--- config.mk ---
export PLATFORM = sky130hd
export DESIGN_NAME = switch_key_input
export DESIGN_NICKNAME = d
export VERILOG_FILES = /design/src/rtl/switch_key_input.sv
export SDC_FILE = /design/constraint.sdc
export NUM_CORES = 1
export LEC_CHECK = 0
export CORE_MARGIN = 2
export CORE_UTILIZATION = 49
export CTS_CLUSTER_DIAMETER = 60
export DETAILED_ROUTE_END_ITERATION = 6
export HOLD_SLACK_MARGIN = 0.05
export PLACE_DENSITY = 0.71
export SYNTH_ARGS = -nofsm -noshare
export SYNTH_HDL_FRONTEND = slang
export SYNTH_HIERARCHICAL = 1
export SYNTH_SLANG_ARGS = --single-unit
--- constraint.sdc ---
create_clock -name clk -period 2.5 [get_ports clk]
set_input_delay 0.5 -clock clk [delete_from_list [all_inputs] [get_ports clk]]
set_output_delay 0.5 -clock clk [all_outputs]
set_load 0.02 [all_outputs]
--- src/rtl/switch_key_input.sv ---
// switch_key_input: debounced slide-switch / push-key input peripheral.
// Ports: clk, reset_n, sw, key_n in; addr/in/load CPU write side; out read data.
//
//   clk      system clock, all state on posedge
//   reset_n  asynchronous active-low reset
//   sw       raw slide switches (asynchronous, 1 = on)
//   key_n    raw push keys (asynchronous, 0 = pressed)
//   addr     0 = SWITCH word, 1 = KEY word
//   in       CPU write data; in[4+i] = 1 clears key event i
//   load     CPU write strobe
//   out      read data, combinational from addr and registered state

// Per-bit two-flop synchroniser followed by an independent debounce counter.
// SYNC_RST is the idle level loaded into the synchroniser on reset, so a
// reset never looks like an input edge. INVERT flips polarity after the
// synchroniser so active-low inputs come out as 1 = asserted.
// rise flags bits whose debounced level goes 0 -> 1 on the coming edge.
module switch_key_input_db #(
    parameter int W               = 1,
    parameter int DEBOUNCE_CYCLES = 50000,
    parameter bit SYNC_RST        = 1'b0,
    parameter bit INVERT          = 1'b0
) (
    input  logic         clk,
    input  logic         reset_n,
    input  logic [W-1:0] raw,
    output logic [W-1:0] stable,
    output logic [W-1:0] rise
);

    localparam int CW = (DEBOUNCE_CYCLES > 2) ? $clog2(DEBOUNCE_CYCLES) : 1;
    localparam logic [CW-1:0] CNT_MAX = CW'(DEBOUNCE_CYCLES - 1);

    logic [W-1:0]  s1_q;
    logic [W-1:0]  s1_d;
    logic [W-1:0]  s2_q;
    logic [W-1:0]  s2_d;
    logic [W-1:0]  stable_q;
    logic [W-1:0]  stable_d;
    logic [W-1:0]  synced;
    logic [CW-1:0] cnt_q [W];
    logic [CW-1:0] cnt_d [W];

    always_comb begin
        s1_d     = raw;
        s2_d     = s1_q;
        synced   = INVERT ? ~s2_q : s2_q;
        stable_d = stable_q;
        for (int i = 0; i < W; i++) begin
            cnt_d[i] = '0;
            // Any return to the stable level restarts the count, so a glitch
            // shorter than the full window can never be accepted.
            if (synced[i] != stable_q[i]) begin
                if (cnt_q[i] == CNT_MAX) begin
                    stable_d[i] = synced[i];
                end else begin
                    cnt_d[i] = cnt_q[i] + CW'(1);
                end
            end
        end
        rise = stable_d & ~stable_q;
    end

    always_ff @(posedge clk or negedge reset_n) begin
        if (!reset_n) begin
            s1_q     <= {W{SYNC_RST}};
            s2_q     <= {W{SYNC_RST}};
            stable_q <= '0;
            for (int i = 0; i < W; i++) begin
                cnt_q[i] <= '0;
            end
        end else begin
            s1_q     <= s1_d;
            s2_q     <= s2_d;
            stable_q <= stable_d;
            for (int i = 0; i < W; i++) begin
                cnt_q[i] <= cnt_d[i];
            end
        end
    end

    assign stable = stable_q;

endmodule

module switch_key_input #(
    parameter int DEBOUNCE_CYCLES = 50000,
    parameter int SW_W            = 10,
    parameter int KEY_W           = 4
) (
    input  logic             clk,
    input  logic             reset_n,
    input  logic [SW_W-1:0]  sw,
    input  logic [KEY_W-1:0] key_n,
    input  logic             addr,
    input  logic [15:0]      in,
    input  logic             load,
    output logic [15:0]      out
);

    // The key word packs events at bit 4 and levels at bit 0, so the two
    // fields only stay disjoint for up to four keys.
    if (KEY_W < 1 || KEY_W > 4) begin : g_bad_key_w
        $error("switch_key_input: KEY_W must be 1..4");
    end
    if (SW_W < 1 || SW_W > 16) begin : g_bad_sw_w
        $error("switch_key_input: SW_W must be 1..16");
    end
    if (DEBOUNCE_CYCLES < 2) begin : g_bad_db
        $error("switch_key_input: DEBOUNCE_CYCLES must be >= 2");
    end

    logic [SW_W-1:0]  sw_stable;
    logic [SW_W-1:0]  sw_rise_unused;
    logic [KEY_W-1:0] key_stable;
    logic [KEY_W-1:0] key_rise;
    logic [KEY_W-1:0] key_evt_q;
    logic [KEY_W-1:0] key_evt_d;
    logic [KEY_W-1:0] key_clr;
    logic [15:0]      key_word;
    logic             unused_in;

    switch_key_input_db #(
        .W               (SW_W),
        .DEBOUNCE_CYCLES (DEBOUNCE_CYCLES),
        .SYNC_RST        (1'b0),
        .INVERT          (1'b0)
    ) u_sw_db (
        .clk     (clk),
        .reset_n (reset_n),
        .raw     (sw),
        .stable  (sw_stable),
        .rise    (sw_rise_unused)
    );

    // Keys idle high, so the synchroniser resets to 1 (released).
    switch_key_input_db #(
        .W               (KEY_W),
        .DEBOUNCE_CYCLES (DEBOUNCE_CYCLES),
        .SYNC_RST        (1'b1),
        .INVERT          (1'b1)
    ) u_key_db (
        .clk     (clk),
        .reset_n (reset_n),
        .raw     (key_n),
        .stable  (key_stable),
        .rise    (key_rise)
    );

    always_comb begin
        key_clr = '0;
        if (load && addr) begin
            key_clr = in[4 +: KEY_W];
        end
        // Set is ORed in after the clear so a press accepted on the same
        // edge as its clear is never lost.
        key_evt_d = (key_evt_q & ~key_clr) | key_rise;
    end

    always_ff @(posedge clk or negedge reset_n) begin
        if (!reset_n) begin
            key_evt_q <= '0;
        end else begin
            key_evt_q <= key_evt_d;
        end
    end

    always_comb begin
        key_word = '0;
        for (int i = 0; i < KEY_W; i++) begin
            key_word[i]     = key_stable[i];
            key_word[4 + i] = key_evt_q[i];
        end
        out = addr ? key_word : 16'(sw_stable);
    end

    assign unused_in = ^{in, sw_rise_unused};

endmodule

After elaboration in Yosys (flattened, before gate mapping)
Cells that the tools add are included.
{"block": "totals", "register_bits": 270, "inputBits": 34}
{"block": "classes", "add_sub_neg": 14, "n_eq_ne": 28, "muxes": 38, "n_bitwise": 6, "n_reduce_logical": 11}
{"op": "2-to-1 mux 16 bit", "count": 28}
{"op": "adder 16 x 1 -> 16 bit, second input constant", "count": 14}
{"op": "== test 16 bit, second input constant", "count": 14}
{"op": "AND reduction 2 bit", "count": 10}
{"op": "inequality test 1 bit", "count": 14}
{"op": "inverter 4 bit", "count": 3}
{"op": "2-to-1 mux 10 bit", "count": 1}
{"op": "AND 4 bit", "count": 2}
{"op": "2-to-1 mux 1 bit", "count": 8}
{"op": "2-to-1 mux 4 bit", "count": 1}
{"op": "OR 4 bit", "count": 1}
{"op": "logical AND 1 bit", "count": 1}

Depth between registers and ports, before layout
Gate-level depths: netlist of run 1.
{"block": "depth", "word_depth": 5, "depth_mapped": 7}

Modules after synthesis
Netlist of run 1, hierarchy kept.
{"mod": "switch_key_input_db (u_sw_db)", "instances": 1, "cells_per_inst": 860, "area_per_inst_um2": 8841.0, "seq_area_each_um2": 4754.6}
{"mod": "switch_key_input_db (u_key_db)", "instances": 1, "cells_per_inst": 348, "area_per_inst_um2": 3565.9, "seq_area_each_um2": 1911.8}
{"mod": "switch_key_input", "instances": 1, "cells_per_inst": 30, "area_per_inst_um2": 317.8, "seq_area_each_um2": 100.1}

Worst setup path before layout of run 1
No wires, ideal clock.
{"block": "synth_path", "kind": "reg-to-reg", "startpoint": "register u_sw_db/cnt_q[75] (netlist name)", "endpoint": "register u_sw_db.stable_q[5] (netlist: u_sw_db/stable[5])", "arrival_ns": 1.650, "path_slack_ns": 0.725, "stages_incl_launch_ff": 4, "n_path_buf": 0, "period_less_slack_ns": 1.775, "cell_sequence": "dfrtp_1 -> or3_1 -> or4_4 -> mux2_4"}
{"block": "synth_between", "elab_chain_len": 2}
{"item": "from (decl)", "line": "41", "text": "logic [CW-1:0] cnt_q [W];"}
{"item": "from (signal, indexed assignment)", "line": "77", "text": "cnt_q[i] <= cnt_d[i];"}
{"item": "== test 16 bit", "line": "54", "text": "if (cnt_q[i] == CNT_MAX) begin"}
{"item": "AND reduction 2 bit (no source line)"}
{"item": "to (signal assigned)", "line": "75", "text": "stable_q <= stable_d;"}
{"item": "to (decl)", "line": "38", "text": "logic [W-1:0] stable_q;"}
Every way passes these cells.
A chain may end at the register's enable or synchronous reset.

Worst setup path after layout of run 1
{"block": "layout_path", "startpoint": "input port addr", "endpoint": "output port out[7]"}
{"block": "layout_between", "elab_chain_len": 1}
{"item": "from (decl)", "line": "95", "text": "input logic addr,"}
{"item": "2-to-1 mux 10 bit", "line": "174", "text": "out = addr ? key_word : 16'(sw_stable);"}
{"item": "to (decl)", "line": "98", "text": "output logic [15:0] out"}
Every way passes these cells.

==> results of run 1 <==
==> through the flow <==
stage	setup slack, ns	std cells	util
finish	0.155	1628	0.570
global route	0.114	1628	0.570
CTS	0.142	1628	0.570
detailed placement	-0.0906	1576	0.530
global placement	-0.0685	1576	0.530
floorplan	0.733	1233	-
==> worst register-to-register path: stages, from the launching register on <==
cell      delay (ns)
dfrtp_1         0.38
ha_1            0.20
nand3_1         0.25
nand4b_1        0.38
nand2_1         0.46
nor2_1          0.11
==> power by group through the flow <==
stage,clock network (mW),registers [mW],logic (mW)
finish,4.38,4.53,0.328
global placement,0,4.60,0.332
CTS,4.52,4.53,0.343
detailed placement,0,4.60,0.340
global route,4.71,4.54,0.380
floorplan,0,4.59,0.167
==> metal layers <==
layer,vias up,track usage
met5,-,0
met4,0,0.0451
met3,41,0.0269
met2,84,0.293
met1,4239,0.238
li1,4326,-
==> repair_timing <==
| item | 4_1_cts | 5_1_grt |
|---|---|---|
| setup endpoints to repair | 10 | 0 |
| gates resized for setup | 10 | 0 |
| setup buffers | 0 | 0 |
| hold endpoints to repair | 57 | 0 |
| hold buffers | 1 | 0 |
==> cells in the final DEF, fill, tap and decap left out, drive strengths merged, types with 18 or more instances in the layout <==
master         count
dfrtp            262
nor2             247
xnor2            163
nand3             84
nand2             64
nand4             60
nor4              59
nor3              46
xor2              42
clkbuf            40
inv               33
and3              22
clkdlybuf4s50     20
nor4bb            18
mux2              18
==> worst paths after layout <==
check / end / cells after the start
max: out[7] / 4
min: u_sw_db/s2_q[1] / 0
max reg2reg: u_key_db/cnt_q[39] / 5
min reg2reg: u_sw_db/s2_q[1] / 0
max in group asynchronous: u_sw_db/s2_q[7] / 3
min in group asynchronous: u_sw_db/cnt_q[82] / 2
==> final cells by class <==
class,instances,area (um2)
flip-flops and latches,270,6770
multi-input cells,902,5620
clock inverters,11,135
fillers,2134,10900
clock buffers,40,870
repair buffers,42,463
well taps,330,413
inverters,33,124
==> state kept, by name, summed over array words and instances (netlist names) <==
signal and count:
u_sw_db/s1_q 10, u_key_db/stable 4, u_sw_db/stable 10, u_sw_db/cnt_q 160, u_key_db/cnt_q 64, u_key_db/s2_q 4
u_sw_db/s2_q 10, key_evt_q 4, u_key_db/s1_q 4
==> flow_summary_export.csv, run 1 <==
group,metric,value,unit
timing,slew_headroom,0.652,
die,die_w,165,um
timing,setup_violations,0,
drt,top_layer_used,"met4",
critical_path,arrival,1.84,ns
drt,drc,0,
yosys,syn_avg_cell_area,10.3,um2
timing,rsz0062_at_grt,"no",
placement,dp_hpwl,15000,um
power_and_ir_drop,power_frac_seq,0.490,
global_route,grt.total_usage,0.174,
power_and_ir_drop,p_leak,5.85,nW
critical_path,ff2ff_setup_slack,0.59,ns
critical_path,required,2.00,ns
drt,dr.pass1.iters,4,
clock_tree,clockBufferDepth,3,
global_route,grt_max_degree,64,
yosys,synthCells,1228,
global_route,grt_pass1_wl,39700,um
cells_and_area,drive_above_1_share,0.0786,
power_and_ir_drop,ir_worst_vdd,0.000644,V
critical_path,crit_path_max_fanout,13,
clock_tree,clk_latency,0.54,ns
drt,met2_wirelength,10400,um
global_route,overflow,0,
worst_hold_path,holdCritPathClass,"reg2reg",
timing,fin_crit_sh,0.938,
drt,detail-route-antenna-nets,0,
drt,wl_met1,10700,um
run_status,status,"completed",
power_and_ir_drop,intPower,7.30,mW
clock_tree,cts.root.buffer_cell,"clkbuf_16",
placement,portBuffers,31,
timing,finalHoldViolations,0,
timing,finalSetupTns,0,ns
power_and_ir_drop,switching_power,1.94,mW
cells_and_area,stdcell_area,14400,um2
die,die_area,27100,um2
timing,worst_pin_slew,0.515,ns
critical_path,slowest_delay,0.51,ns
yosys,yosys_warnings,6,
critical_path,crit_chain,"clkdlybuf4s50_1 > buf_12 > mux2_2 > dlygate4sd2_1",
power_and_ir_drop,pwr-share-comb,0.036,
clock_tree,clock_sink_count,270,
drt,routed_via_density,5.34,
drt,vias,8690,
drt,drt_iter0_drc,492,
placement,placed_area,13400,um2
die,start_util,0.501,
power_and_ir_drop,p_clk_frac,0.475,
power_and_ir_drop,powerDensity,642,nW/um2
timing,slew_violations,0,
critical_path,critPathLaunch,"addr",
die,core-area,25300,um2
yosys,netlist_area,12600,um2
timing,fin_hold_ws,0.349,ns
cells_and_area,finalNetCount,1327,
timing,min_period,2.34,ns
critical_path,cp-end-kind,"output pin",
clock_tree,cts_buffers,30,
critical_path,startpoint_type,"input pin",
cells_and_area,n_antenna_cell,0,
critical_path,rr_startpoint,"u_key_db/cnt_q[32]",
placement,gp_congestion,0.819,
critical_path,crit_slowest_cell,"clkdlybuf4s50_1",
die,die_height,165,um
critical_path,path_class,"in2out",
drt,met3_length,655,um
worst_hold_path,min-delay-start,"u_sw_db/s1_q[1]",
drt,routed_wl,22300,um
clock_tree,cts_tree,"built",
die,rows,58,
timing,fmax,426,MHz
flow_run,max_cap_viol_count,0,
clock_tree,htreeDepth,1,
power_and_ir_drop,swShare,0.210,
power_and_ir_drop,p_total,9.24,mW
global_route,antenna_found_initial,0,
timing,finalClockSkew,0.0126,ns
die,ios,50,
clock_tree,clk_transition_reported_paths,0.06,ns
global_route,grt_pass1_vias,8641,
critical_path,path_delay_family,"buffers and inverters",
critical_path,crit_buf_inv,3,
cells_and_area,synthToLayoutAreaGrowth,13.8,%
drt,drt-wirelength-per-cell,13.7,um
Note: power is estimated with default switching activity, not from simulation.
==> run 2: changes to the inputs <==
--- a/config.mk
+++ b/config.mk
@@ -11,6 +11,7 @@
 export DETAILED_ROUTE_END_ITERATION = 6
 export HOLD_SLACK_MARGIN = 0.05
 export PLACE_DENSITY = 0.71
+export SLEW_MARGIN = 20
 export SYNTH_ARGS = -nofsm -noshare
 export SYNTH_HDL_FRONTEND = slang
 export SYNTH_HIERARCHICAL = 1
==> results of run 2 <==
No change in the layout: final DEF, timing and power equal those of run 1.
